===== src/rtl/cci_mpf_prim_rob_req_tagger.sv =====
// ROB request tagger: allocates a ROB slot for each client read, tags the
// outgoing memory request with the slot index, and steers out-of-order
// memory responses into the ROB data port by tag.
//
// state          | meaning
// ---------------+-----------------------------------------------------
// req_valid_q    | tagged request held for the memory port
// inflight[t]    | tag t allocated and still awaiting its response
// rsp_valid_q    | response staged for the ROB data write
// err_q          | a response arrived for a tag that was not in flight
module cci_mpf_prim_rob_req_tagger
#(
    parameter int N_ENTRIES       = 32,
    parameter int N_ADDR_BITS     = 42,
    parameter int N_DATA_BITS     = 512,
    parameter int N_META_BITS     = 16,
    parameter int MAX_OUTSTANDING = N_ENTRIES,
    localparam int T              = $clog2(N_ENTRIES)
)
(
    input  logic                   clk,
    input  logic                   reset,

    input  logic                   c_req_valid,
    output logic                   c_req_ready,
    input  logic [N_ADDR_BITS-1:0] c_req_addr,
    input  logic [N_META_BITS-1:0] c_req_meta,

    input  logic                   rob_notFull,
    input  logic [T-1:0]           rob_enqIdx,
    output logic                   rob_enq_en,
    output logic [N_META_BITS-1:0] rob_enqMeta,

    output logic                   mem_req_valid,
    input  logic                   mem_req_ready,
    output logic [N_ADDR_BITS-1:0] mem_req_addr,
    output logic [T-1:0]           mem_req_tag,

    input  logic                   mem_rsp_valid,
    input  logic [T-1:0]           mem_rsp_tag,
    input  logic [N_DATA_BITS-1:0] mem_rsp_data,

    output logic                   rob_enqData_en,
    output logic [T-1:0]           rob_enqDataIdx,
    output logic [N_DATA_BITS-1:0] rob_enqData,

    output logic [T:0]             outstanding,
    output logic                   err_spurious
);

    localparam logic [31:0] MAX_OUT_32 = MAX_OUTSTANDING;
    localparam logic [T:0]  MAX_OUT    = MAX_OUT_32[T:0];

    logic                   req_valid_q;
    logic [N_ADDR_BITS-1:0] req_addr_q;
    logic [T-1:0]           req_tag_q;

    logic [N_ENTRIES-1:0]   inflight;

    logic                   rsp_valid_q;
    logic [T-1:0]           rsp_tag_q;
    logic [N_DATA_BITS-1:0] rsp_data_q;

    logic                   err_q;
    logic                   can_issue;
    logic                   rsp_hit;

    // The output register may be refilled in the same cycle it drains.
    assign can_issue   = rob_notFull && (outstanding < MAX_OUT) &&
                         (!req_valid_q || mem_req_ready);
    assign c_req_ready = can_issue;
    assign rob_enq_en  = c_req_valid && can_issue;
    assign rob_enqMeta = c_req_meta;

    // Hit is judged against the vector before this cycle's allocation, so a
    // response racing the allocation of its own tag is treated as spurious.
    assign rsp_hit = mem_rsp_valid && inflight[mem_rsp_tag];

    assign mem_req_valid  = req_valid_q;
    assign mem_req_addr   = req_addr_q;
    assign mem_req_tag    = req_tag_q;

    assign rob_enqData_en = rsp_valid_q;
    assign rob_enqDataIdx = rsp_tag_q;
    assign rob_enqData    = rsp_data_q;

    assign err_spurious   = err_q;

    // Request output register: load on allocation, drain when accepted.
    always_ff @(posedge clk) begin
        if (reset) begin
            req_valid_q <= 1'b0;
        end else if (rob_enq_en) begin
            req_valid_q <= 1'b1;
            req_addr_q  <= c_req_addr;
            req_tag_q   <= rob_enqIdx;
        end else if (mem_req_ready) begin
            req_valid_q <= 1'b0;
        end
    end

    // In-flight tag vector; a same-cycle allocation overrides the clear.
    always_ff @(posedge clk) begin
        if (reset) begin
            inflight <= '0;
        end else begin
            if (rsp_hit)
                inflight[mem_rsp_tag] <= 1'b0;
            if (rob_enq_en)
                inflight[rob_enqIdx] <= 1'b1;
        end
    end

    // Response staging register feeding the ROB data port.
    always_ff @(posedge clk) begin
        if (reset) begin
            rsp_valid_q <= 1'b0;
        end else begin
            rsp_valid_q <= rsp_hit;
        end
        rsp_tag_q  <= mem_rsp_tag;
        rsp_data_q <= mem_rsp_data;
    end

    // Sticky flag for responses whose tag is not in flight.
    always_ff @(posedge clk) begin
        if (reset) begin
            err_q <= 1'b0;
        end else if (mem_rsp_valid && !rsp_hit) begin
            err_q <= 1'b1;
        end
    end

    // Count of tags in flight.
    always_ff @(posedge clk) begin
        if (reset) begin
            outstanding <= '0;
        end else begin
            case ({rob_enq_en, rsp_hit})
                2'b10:   outstanding <= outstanding + 1'b1;
                2'b01:   outstanding <= outstanding - 1'b1;
                default: outstanding <= outstanding;
            endcase
        end
    end

    a_enq_not_full: assert property (@(posedge clk) disable iff (reset)
        rob_enq_en |-> rob_notFull);

    a_outstanding_max: assert property (@(posedge clk) disable iff (reset)
        outstanding <= MAX_OUT);

    a_max_range: assert property (@(posedge clk)
        (MAX_OUTSTANDING >= 1) && (MAX_OUTSTANDING <= N_ENTRIES));

    a_entries_pow2: assert property (@(posedge clk)
        (N_ENTRIES > 0) && ((N_ENTRIES & (N_ENTRIES - 1)) == 0));

endmodule

===== config.mk =====
export PLATFORM = sky130hd
export DESIGN_NAME = cci_mpf_prim_rob_req_tagger
export DESIGN_NICKNAME = d
export VERILOG_FILES = /design/src/rtl/cci_mpf_prim_rob_req_tagger.sv
export SDC_FILE = /design/constraint.sdc
export NUM_CORES = 1
export LEC_CHECK = 0
export BUFFER_PORTS_ARGS = -buffer_cell sky130_fd_sc_hd__clkbuf_2
export CAP_MARGIN = 20
export CORE_AREA = 2 2 462 464
export DETAILED_ROUTE_END_ITERATION = 10
export DIE_AREA = 0 0 464 466
export GPL_ROUTABILITY_DRIVEN = 0
export PLACE_DENSITY = 0.3
export SYNTH_ARGS = -nofsm -noshare
export SYNTH_HDL_FRONTEND = slang
export SYNTH_SLANG_ARGS = --single-unit

===== constraint.sdc =====
create_clock -name clk -period 4.9 [get_ports clk]
set_input_delay 0.98 -clock clk [delete_from_list [all_inputs] [get_ports clk]]
set_output_delay 0.98 -clock clk [all_outputs]
set_load 0.01 [all_outputs]

### Yosys cells after proc, flatten, opt, wreduce, memory -nomap -nowiden

Cells that the tools add are included.

| word-level totals | value |
|---|---|
| bits in registers | 605 |
| latch bits | 0 |
| bits in writable memories | 0 |
| memory bits (read-only) | 0 |
| bits of input ports | 586 |
| output and inout port bits | 591 |
| logic and storage cells | 47 |
| memories kept | 0 |

| cells by class | value |
|---|---|
| add/sub/neg operators | 2 |
| multiply operators | 0 |
| div/mod/pow operators | 0 |
| $lt $le $gt $ge | 5 |
| equal/unequal tests | 2 |
| shifts and indexed selects | 0 |
| mux-type cells | 12 |
| bitwise operators | 4 |
| reductions and logical operators | 13 |

Operator list:

| operator | number |
|---|---|
| 32-bit two-way mux | 3 |
| 32-bit bitwise AND | 1 |
| 32-bit NOT | 1 |
| 32-bit bitwise OR | 1 |
| 5-bit by 6-bit less-than comparator with 1-bit output, second input constant | 2 |
| 6-bit one-hot mux with 2 select lines | 1 |
| 1-bit demux with 5-bit select | 2 |
| 5-bit by 1-bit greater-or-equal comparator with 1-bit output, second input constant | 2 |
| 1-bit logical AND | 7 |
| 6-bit by 1-bit adder with 6-bit output, second input constant | 1 |
| 6-bit less-than comparator, second input constant | 1 |
| 6-bit by 1-bit subtractor with 6-bit output, second input constant | 1 |
| 1-bit binary-select mux with 5-bit select | 1 |
| 1-bit two-way mux | 5 |
| 2-bit nonzero test | 2 |
| 2-bit by 1-bit == test with 1-bit output, second input constant | 1 |
| 2-bit == test, second input constant | 1 |
| 1-bit zero test | 2 |
| 2-bit AND reduction | 1 |
| 1-bit logical OR | 1 |
| 1-bit NOT | 1 |

### Logic depth before layout (Yosys ltp)

Gate-level depths: netlist of the first run.

| logic depth | value |
|---|---|
| depth after elaboration | 10 |
| depth in mapped cells | 17 |
| mapped depth without buffers | 14 |

### Worst setup path after synthesis of the first run

Ideal clock, no wire load.

| timing path | value |
|---|---|
| path type | in2reg |
| from | in mem_req_ready |
| to | reg req_addr_q[0], in the netlist mem_req_addr[0] (enable) |
| library setup time | 0.452 ns |
| arrival time | 3.640 ns |
| data required time | 4.448 ns |
| path slack | 0.808 ns |
| stages | 4 |
| path buffers | 0 |
| path through | nor2b_1 nor3b_1 nand2_1 nor2_1 |

| on the way | value |
|---|---|
| longest elaborated chain between the ends | 4 |

Ends and longest elaborated chain:

| element | RTL line | text |
|---|---|---|
| from (decl) | 35 | `input logic mem_req_ready,` |
| 1-bit logical OR | 70 | `(!req_valid_q \|\| mem_req_ready);` |
| 1-bit logical AND | 69 | `assign can_issue = rob_notFull && (outstanding < MAX_OUT) &&` |
| via c_req_ready | 25 | `output logic c_req_ready,` |
| 1-bit logical AND | 72 | `assign rob_enq_en = c_req_valid && can_issue;` |
| 2-bit AND reduction (no source line) | n/a |  |
| to (signal assigned) | 95 | `req_addr_q <= c_req_addr;` |
| to (decl) | 55 | `logic [N_ADDR_BITS-1:0] req_addr_q;` |

The timed path passes the listed nets, and every way through them passes these cells.
A chain may end at the register's enable or synchronous reset.

### Worst setup path in the final report of the first run

| timing path | value |
|---|---|
| from | in mem_rsp_tag[1] |
| to | reg outstanding[4] |

| on the way | value |
|---|---|
| longest elaborated chain between the ends | 5 |
| elaborated cells between the ends (all ways) | 7 |
| classes of those cells | 2 x eq/ne; 3 x mux; 2 x reduce/logical |

Ends and longest elaborated chain:

| element | RTL line | text |
|---|---|---|
| from (decl) | 40 | `input logic [T-1:0] mem_rsp_tag,` |
| 1-bit binary-select mux with 5-bit select * | 77 | `assign rsp_hit = mem_rsp_valid && inflight[mem_rsp_tag];` |
| 1-bit two-way mux (implied by the code) * | 77 |  |
| 1-bit logical AND * | 77 |  |
| via rsp_hit | 66 | `logic rsp_hit;` |
| 2-bit by 1-bit == test with 1-bit output or 2-bit == test (tied branches) | 139 | `case ({rob_enq_en, rsp_hit})` |
| 6-bit one-hot mux with 2 select lines or 2-bit nonzero test (tied branches) | n/a |  |
| to (signal assigned) | 140 | `2'b10: outstanding <= outstanding + 1'b1;` |
| to (signal assigned) | 141 | `2'b01: outstanding <= outstanding - 1'b1;` |
| to (signal assigned) | 142 | `default: outstanding <= outstanding;` |
| to (decl) | 47 | `output logic [T:0] outstanding,` |

The timed path passes the listed nets; every way through them passes the cells marked *. The select of a mux whose other input is x is not followed.

==> metrics.yaml, run 1 <==
power_and_ir_drop:
  p_total_mw: 13.1
  peakVddDrop_mv: 0.253
  p_leak_nw: 12.0
  p_per_area_mw_per_mm2: 494
clock_network:
  cts_num_sinks: 605
  cts_tree: "done"
  cts_buffer_depth: 3
  cts_inserted_buffers: 87
  cts_setup_buffers: 0
  hold_buffers: 0
  root_buffer: "clkbuf_16"
  h-tree-depth: 3
  path_clk_slew_ns: 0.06
  cts_resized: 0
  clkLatencyLatePin_ns: 0.71
synthesis:
  yosys_register_bits: 605
  syn-num-nets: 1498
  synth_ff_type: "dfxtp_1"
  synthArstFlopShare_pct: 0
  synth_edf_count: 47
  yosysUniqueCellTypes: 41
  avgSynthCellArea_um2: 15.8
  yosysTopAreaCellShare_pct: 77.8
  synth_common_cells: "dfxtp_1, nand2_1, edfxtp_1, nor2b_1, o21ai_0"
  synthCells: 909
  ys_seq_area_share_pct: 87.6
  yosysTopAreaCell: "dfxtp_1"
  synth_warnings: 0
  mappedNetlistArea_mm2: 0.0144
  synth_area_leaders: "dfxtp_1, edfxtp_1, nand2_1"
  synth.most_common_cell: "dfxtp_1"
global_routing:
  antenna_found_initial: 239
  grt_overflow_total: 0
  grt_pass1_wl_mm: 176
  grt_pass1_vias: 12900
  grt_max_degree: 44
  grt.total_usage_pct: 13.3
timing:
  period_share_pct: 75.3
  max_slew_margin_pct: 30.9
  report.final.slew_viol_count: 0
  setup_viol: 0
  fmax_mhz: 271
  setup-tns-final_ns: 0
  fin_crit_ns: 3.69
  tightestPinTransition_ns: 1.03
  hold_viol_final: 0
  rsz0062_at_grt: "no"
  finClkSkew_ns: 0.0179
flow_run:
  maxCapViolations: 0
die:
  start_util_pct: 6.80
  die_h_um: 466
  die_x_um: 464
  core_area_mm2: 0.211
  std_cell_rows: 169
  die_area_mm2: 0.216
  io-pin-count: 1177
finish:
  utilization_pct: 12.6
  fin_cells: 5025
  fillers: 24200
  fin_nets: 2697
  drive_above_1_share_pct: 59.9
  area_growth_pct: 85.1
critical_path:
  critPathCaptureType: "register"
  cp.required_ns: 5.46
  cp.buffers_inverters: 1
  path_cells: "clkbuf_2, mux2_2, a22o_1, a22oi_1, o2111a_2, nor2b_1, ha_1, xor2_1, ha_1, a21o_1, a221oi_1, a21oi_1, a31oi_1, or3_1, a21oi_1"
  critPathArrivalTime_ns: 4.25
  start_kind: "input pin"
  path_depth: 15
  crit_path_max_incr_delay_ns: 0.44
  cp_top_family: "compound AO/OA/AOI/OAI gates"
  critical_path.slowest_cell: "clkbuf_2"
  worstSetupPathType: "input pin to register"
  r2r_cells: 13
  crit_fanout: 17
drt:
  drt_pass1_iterations: 5
  drc_errors: 0
  avgViaCountPerCell: 2.60
  wl_mm: 149
  drtIter0Drc: 697
  ant_nets: 0
  dr_total_vias: 13100
  post_drt_wl_per_cell_um: 29.6
placed_design:
  port_buffers: 1144
  dp.cells: 4840
  hpwl_mm: 133
worst_hold_path:
  hold_path_class: "input pin to register"
  hold_depth: 1
outcome:
  status: "completed"
routing by layer:
metal	global-route usage, %	share of wire (%)	wire (µm)
met1	11.2	29	43600
met5	0	0.67	990
met4	3.02	3.1	4680
met2	23.6	49	73500
met3	11.4	17	26000
layout by cell type (no fill, tap or decap), types with 3 or more instances in the layout:
cell,Yosys,final
ha_1,3,3
nand3_1,27,27
o21ai_1,5,5
xor2_1,3,3
inv_1,3,3
edfxtp_1,47,47
buf_4,19,7
nor2_1,16,15
clkbuf_1,12,16
mux2i_1,8,8
bufinv_16,0,12
or3_1,3,3
nor2b_1,37,37
o21ai_0,33,33
clkbuf_8,0,11
a21oi_1,8,8
nand2b_1,8,8
clkinv_4,0,5
nand2_1,62,62
clkbuf_2,0,1144
nor3b_1,7,7
and3b_1,3,3
diode_2,0,28
clkinv_2,0,11
mux4_2,4,4
clkbuf_16,0,89
dfxtp_1,558,558
o22ai_1,5,5
nor3_1,3,3
clkinvlp_4,0,5
power by group:
group	internal [mW]	total [mW]	switching, mW
Clock	4.16	6.86	2.71
Combinational	0.327	0.961	0.633
Sequential	5.23	5.30	0.0746
cell families (layout without fill, tap and decap cells):
logic type	after synthesis	after routing	synth area share, %
DFF	605	605	87.6
and+or+nand+nor	174	174	6.12
AOI/OAI and AO/OA	64	64	2.58
buffers and inverters	44	1311	1.79
muxes	14	14	1.34
xor gates and xnor gates	5	5	0.305
adders and majority gates	3	3	0.261
other	0	28	0
state kept, by name, summed over array words and instances, names as in the netlist:
| register | count |
|---|---|
| inflight | 32 |
| rob_enqData_en | 1 |
| outstanding | 6 |
| mem_req_tag | 5 |
| rob_enqData | 512 |
| err_spurious | 1 |
| mem_req_valid | 1 |
| rob_enqDataIdx | 5 |
| mem_req_addr | 42 |
through the flow:
stage	instance area (µm²)	hold WS (ns)	worst slack (ns)
2_1_floorplan	14400	0.460	0.808
3_3_place_gp	23400	0.453	0.487
3_5_place_dp	23400	0.466	0.488
4_1_cts	26500	0.245	1.29
5_1_grt	26500	0.283	0.982
6_report	26600	0.351	1.21
area by class of cell:
| type | instances | area (µm²) | share of cell area [%] |
|---|---|---|---|
| sequential | 605 | 12600 | 47.3 |
| timing repair buffer | 1151 | 5780 | 21.7 |
| tap | 2821 | 3530 | 13.3 |
| clock buffer | 116 | 2440 | 9.18 |
| multi-input combinational | 260 | 1530 | 5.76 |
| clock inverter | 41 | 637 | 2.40 |
| antenna | 28 | 70.1 | 0.264 |
| inverter | 3 | 11.3 | 0.0424 |
final timing paths:
check                                 start                           to  slack, ns
hold reg to reg   err_spurious$_SDFFE_PP0P_    err_spurious$_SDFFE_PP0P_       0.49
setup reg to reg    inflight[15]$_SDFF_PP0_  outstanding[4]$_SDFFE_PP0P_       1.74
setup / recovery             mem_rsp_tag[1]  outstanding[4]$_SDFFE_PP0P_       1.21
hold / removal            mem_rsp_data[291]     rob_enqData[291]$_DFF_P_       0.35
worst register-to-register path, cell delays in order (launching register included):
cell      delay, ns
dfxtp_1        0.30
mux4_2         0.47
a22oi_1        0.23
o2111a_2       0.26
nor2b_1        0.07
ha_1           0.32
xor2_1         0.19
ha_1           0.25
a21o_1         0.19
a221oi_1       0.29
a21oi_1        0.10
a31oi_1        0.18
or3_1          0.13
a21oi_1        0.06
No activity file was read; power rests on OpenSTA's default activity.
==> run 2: changes to the inputs <==
CORE_AREA = 2 2 460 462   (was 2 2 462 464)
DIE_AREA = 0 0 462 464   (was 0 0 464 466)
clock period = 3.17 ns   (was 4.9 ns; I/O delays follow)
==> run 2 against run 1 <==
Hold slack worse by 0.24 ns; cell count is 11% higher; total power rose by 59%; worst setup slack lost 0.96 ns; global-route usage decreased by 0.21 points; die area is 0.86% lower; clock power grew 55%; critical endpoint unchanged.
==> metrics.yaml, run 2 (synthesis gave the netlist of run 1 again) <==
power_and_ir_drop:
  p_per_area_mw_per_mm2: 655  # +33%
  peakVddDrop_mv: 0.401  # +59%
  p_total_mw: 20.9  # +59%
  p_leak_nw: 14.2  # +19%
critical_path:
  cp.buffers_inverters: 1  # unchanged
  crit_path_max_incr_delay_ns: 0.57  # +0.13 ns
  crit_fanout: 9  # -8
  worstSetupPathType: "input pin to register"
  critical_path.slowest_cell: "mux4_2"
  critPathArrivalTime_ns: 3.48  # -0.77 ns
  critPathCaptureType: "register"
  path_cells: "clkbuf_2, mux4_2, a32oi_1, o2111a_2, nor2b_2, ha_2, xor2_1, ha_2, a21o_1, a221oi_2, a21oi_1, a31oi_1, or3_1, a21oi_1"
  cp_top_family: "compound AO/OA/AOI/OAI gates"
  cp.required_ns: 3.73  # -1.73 ns
  start_kind: "input pin"
global_routing:
  grt_pass1_wl_mm: 176  # -0.12%
  antenna_found_initial: 161  # -33%
  grt_pass1_vias: 15600  # +21%
  grt.total_usage_pct: 13.1  # -0.21 points
  grt_max_degree: 48  # +9.1%
  grt_overflow_total: 0  # unchanged
placed_design:
  placed_area_mm2: 0.0236  # +0.75%
  port_buffers: 1144  # unchanged
  hpwl_mm: 127  # -4.3%
die:
  die_x_um: 462  # -0.43%
  die_h_um: 464  # -0.43%
  start_util_pct: 6.87  # +0.068 points
  std_cell_rows: 168  # -0.59%
  io-pin-count: 1177  # unchanged
  die_area_mm2: 0.214  # -0.86%
  core_area_mm2: 0.209  # -0.99%
finish:
  final_area_mm2: 0.0319  # +20%
  largest_reg_flops: 512  # unchanged
  area_growth_pct: 122
  final_cell_mix: "clkbuf_2, dfxtp_1, dlygate4sd3_1"
  final_common_cell: "clkbuf_2"
  drive_above_1_share_pct: 49.2  # -11 points
  fin_nets: 3230  # +20%
clock_network:
  path_clk_slew_ns: 0.07  # about the same
  root_buffer: "clkbuf_16"
  h-tree-depth: 3  # unchanged
  clkLatencyLatePin_ns: 0.70  # about the same
  cts_buffer_depth: 3  # unchanged
  cts_tree: "done"
  cts_resized: 0  # unchanged
  cts_num_sinks: 605  # unchanged
  cts_inserted_buffers: 86  # -1.1%
drt:
  drc_errors: 0  # unchanged
  drt_pass1_iterations: 5  # unchanged
  wl_mm: 145  # -2.8%
  avgViaCountPerCell: 2.65  # +2.1%
  drtIter0Drc: 594  # -15%
  ant_nets: 0  # unchanged
  dr_total_vias: 14800  # +13%
  post_drt_wl_per_cell_um: 26.0  # -12%
timing:
  period_share_pct: 92.0
  tightestPinTransition_ns: 0.879  # -0.153 ns
  setup_viol: 0  # unchanged
  finClkSkew_ns: 0.0202  # +0.00230 ns
  hold_viol_final: 0  # unchanged
  rsz0062_at_grt: "no"
  max_slew_margin_pct: 41.3  # +10 points
  report.final.slew_viol_count: 0  # unchanged
  setup-tns-final_ns: 0  # unchanged
  fin_crit_ns: 2.92
  fmax_mhz: 343
flow_run:
  maxCapViolations: 0  # unchanged
worst_hold_path:
  hold_path_class: "input pin to register"
outcome:
  status: "completed"
run 2: cell types whose count changed in the layout (fill, tap and decap cells not counted), moves of 3 or more:
cell	before	now
inv_6	1	4
dlygate4sd3_1	0	512
clkbuf_1	16	11
buf_4	7	28
diode_2	28	41
run 2: worst register-to-register path: stages, from the launching register on:
cell      delay, ns
dfxtp_1        0.31
mux4_2         0.49
a32oi_1        0.23
o2111a_2       0.32
nor2b_2        0.07
ha_2           0.18
xor2_1         0.14
ha_2           0.20
a21o_1         0.16
a221oi_2       0.24
a21oi_1        0.06
a31oi_1        0.19
or3_1          0.14
a21oi_1        0.05
run 2: worst paths after layout:
kind / start / to / slack [ns] / cells after the start
setup / recovery: mem_rsp_tag[1] / outstanding[4]$_SDFFE_PP0P_ / 0.25 / 14
hold / removal: c_req_addr[39] / mem_req_addr[39]$_DFFE_PP_ / 0.11 / 1
setup reg to reg: inflight[19]$_SDFF_PP0_ / outstanding[4]$_SDFFE_PP0P_ / 0.26 / 13
hold reg to reg: err_spurious$_SDFFE_PP0P_ / err_spurious$_SDFFE_PP0P_ / 0.47 / 2
run 2: repair_timing:
action,CTS,global route
buffers inserted,0,0
hold buffers,512,0
endpoints found under the hold margin,512,0
run 2: metal layers:
metal | share of wire (%) | track usage [%] | routed length (µm)
met5 | 0.30 | 0 | 434
met4 | 3.0 | 3.09 | 4390
met3 | 13 | 8.18 | 19000
met2 | 50 | 23.3 | 72200
met1 | 34 | 12.7 | 48600
run 2: area by class of cell:
class | count | area, µm²
antenna | 41 | 103
inverter | 3 | 11.3
sequential | 605 | 12600
clock inverter | 47 | 682
fill | 23500 | 177000
tap | 2805 | 3510
multi-input combinational | 260 | 1550
clock buffer | 111 | 2400
timing repair buffer | 1685 | 11100
run 2: power by group:
group          internal, mW  switching (mW)
Combinational         0.935            1.17
Sequential             8.08           0.119
Clock                  6.38            4.22
Total                  15.4            5.51
run 2: metrics by stage:
step                hold slack, ns  worst slack (ns)  instances  util, %
floorplan                    0.460           -0.0994        909        -
global placement             0.457            -0.489       4846     11.3
detailed placement           0.466            -0.478       4846     11.3
CTS                       0.000527             0.267       5516     15.2
global route                0.0186            0.0743       5545     15.2
finish                       0.111             0.253       5557     15.3
==> run 3: changes to the inputs <==
CORE_AREA = 2 2 463 465   (was 2 2 460 462)
DIE_AREA = 0 0 465 467   (was 0 0 462 464)
clock period = 3.7 ns   (was 3.17 ns; I/O delays follow)
==> run 3 against run 2 <==
Global-route usage is essentially flat; hold slack hardly changed; combinational power decreased by 40%; sequential cell count is the same; register-to-register slack improved by 0.52 ns; sequential power shrank 14%; cell count down 9.4%; clock power decreased by 17%; non-clock buffer count decreased by 522; routed wire length increased by 2.2%; highest routed layer unchanged.
==> metrics.yaml, run 3 (synthesis gave the netlist of run 1 again) <==
critical_path:
  r2r_cells: 13  # unchanged
  critPathCaptureType: "register"
  critPathLaunch: "mem_rsp_tag[1]"
  critPathArrivalTime_ns: 3.56  # +0.08 ns
  r2r_slack_ns: 0.78  # +0.52 ns
  crit_fanout: 7  # -2
  r2r_start: "inflight[15]$_SDFF_PP0_"
  r2r_end: "outstanding[4]$_SDFFE_PP0P_"
  worstSetupPathType: "input pin to register"
  cp.required_ns: 4.28  # +0.55 ns
  start_kind: "input pin"
timing:
  period_share_pct: 80.6
  fin_crit_ns: 2.98
  rsz0062_at_grt: "no"
  fmax_mhz: 335
  hold_viol_final: 0  # unchanged
  setup-tns-final_ns: 0  # unchanged
  tightestPinTransition_ns: 0.909  # +0.0303 ns
  setup_viol: 0  # unchanged
  report.final.slew_viol_count: 0  # unchanged
  finClkSkew_ns: 0.0226  # +0.00242 ns
  setup_slack_ns: 0.718  # +0.465 ns
  max_slew_margin_pct: 39.3  # -2.0 points
drt:
  post_drt_wl_per_cell_um: 29.4  # +13%
  drt_pass1_iterations: 4  # -1
  m1WireLength_mm: 44.5  # -8.4%
  ant_nets: 0  # unchanged
  avgViaCountPerCell: 2.58  # -2.9%
  wl_mm: 148  # +2.2%
  dr_total_vias: 13000  # -12%
  drtIter0Drc: 551  # -7.2%
  wl_met2_mm: 72.3  # +0.15%
  drc_errors: 0  # unchanged
  route.top_layer_used: "met5"
  wl_met3_mm: 25.4  # +34%
power_and_ir_drop:
  peakVddDrop_mv: 0.352  # -12%
  p_total_mw: 17.1  # -18%
  p_leak_nw: 12.0  # -16%
  p_per_area_mw_per_mm2: 644  # -1.7%
die:
  io-pin-count: 1177  # unchanged
  start_util_pct: 6.78  # -0.082 points
  die_x_um: 465  # +0.65%
  std_cell_rows: 169  # +0.60%
  die_area_mm2: 0.217  # +1.3%
  core_area_mm2: 0.212  # +1.2%
  die_h_um: 467  # +0.65%
global_routing:
  grt_pass1_wl_mm: 174  # -0.85%
  grt_max_degree: 48  # unchanged
  grt.total_usage_pct: 13.2  # +0.034 points
  grt_pass1_vias: 12900  # -17%
  antenna_found_initial: 217  # +35%
  grt_overflow_total: 0  # unchanged
finish:
  fin_nets: 2709  # -16%
  drive_above_1_share_pct: 60.2  # +11 points
  largest_reg_flops: 512  # unchanged
  area_growth_pct: 85.1
  final_cell_mix: "clkbuf_2, dfxtp_1, clkbuf_16"
  final_common_cell: "clkbuf_2"
  utilization_pct: 12.6  # -2.7 points
  final_area_mm2: 0.0266  # -17%
clock_network:
  cts_inserted_buffers: 87  # +1.2%
  cts_setup_buffers: 0  # unchanged
  cts_tree: "done"
  root_buffer: "clkbuf_16"
  hold_buffers: 0  # -100%
  cts_buffer_depth: 3  # unchanged
  cts_resized: 0  # unchanged
  cts_num_sinks: 605  # unchanged
  path_clk_slew_ns: 0.06  # about the same
  h-tree-depth: 3  # unchanged
  clkLatencyLatePin_ns: 0.71  # about the same
placed_design:
  post-place-ws_ns: -0.0285  # +0.449 ns
  hpwl_mm: 132  # +3.3%
  port_buffers: 1144  # unchanged
  placed_area_mm2: 0.0235  # -0.31%
outcome:
  status: "completed"
worst_hold_path:
  hold_path_class: "input pin to register"
  hold_depth: 1  # unchanged
  min_to: "rob_enqData[110]$_DFF_P_"
  holdCritStartpoint: "mem_rsp_data[110]"
flow_run:
  maxCapViolations: 0  # unchanged
## run 3: changes by cell type in the layout (fill, tap and decap cells not counted), moves of 3 or more
cell and change:
buf_4 -10, bufinv_16 -6, clkbuf_1 +5, clkinv_1 -3, clkinv_2 -9, clkinv_4 +3
clkinvlp_4 +3, diode_2 -18, dlygate4sd3_1 -512
## run 3: critical path, cell delays in order
cell	delay [ns]
clkbuf_2	0.23
buf_4	0.23
mux2i_1	0.22
o22ai_1	0.12
a32oi_1	0.22
o2111a_2	0.28
nor2b_1	0.07
ha_1	0.20
xor2_1	0.15
ha_1	0.20
a21o_1	0.18
a221oi_1	0.29
a21oi_1	0.07
a31oi_1	0.17
or3_1	0.12
a21oi_1	0.05
## run 3: metrics by stage
step | std cells | hold slack [ns]
after floorplan | 909 | 0.460
after global placement | 4852 | 0.453
after detailed placement | 4852 | 0.461
after CTS | 5010 | 0.00467
after global routing | 5016 | 0.0297
final | 5033 | 0.110
## run 3: cell type report
| type | count | area, µm² |
|---|---|---|
| Antenna cell | 23 | 57.6 |
| Fill cell | 24200 | 185000 |
| Inverter | 3 | 11.3 |
| Timing Repair Buffer | 1163 | 5880 |
| Sequential cell | 605 | 12600 |
| Clock inverter | 37 | 494 |
| Tap cell | 2821 | 3530 |
| Clock buffer | 121 | 2500 |
| Multi-Input combinational cell | 260 | 1530 |
## run 3: where the power goes
| group | leakage (nW) | internal [mW] | switching (mW) |
|---|---|---|---|
| logic | 5.44 | 0.440 | 0.831 |
| registers | 5.12 | 6.93 | 0.0998 |
| clock network | 1.43 | 5.19 | 3.64 |
| total | 12.0 | 12.6 | 4.57 |
## run 3: per-layer routing
metal | GRT usage, % | vias to the layer above
met5 | 0 | -
met4 | 2.87 | 128
met3 | 11.2 | 501
met2 | 23.0 | 1019
met1 | 11.4 | 5880
li1 | - | 5443
## run 3: worst max path at each step
stage	to	slack (ns)	cells past startpoint
after floorplan	outstanding[4]$_SDFFE_PP0P_	0.13	16
final	outstanding[4]$_SDFFE_PP0P_	0.72	16
after global placement	outstanding[4]$_SDFFE_PP0P_	-0.11	16
after global routing	outstanding[4]$_SDFFE_PP0P_	0.53	16
after CTS	outstanding[4]$_SDFFE_PP0P_	0.77	13
after detailed placement	outstanding[4]$_SDFFE_PP0P_	-0.03	16
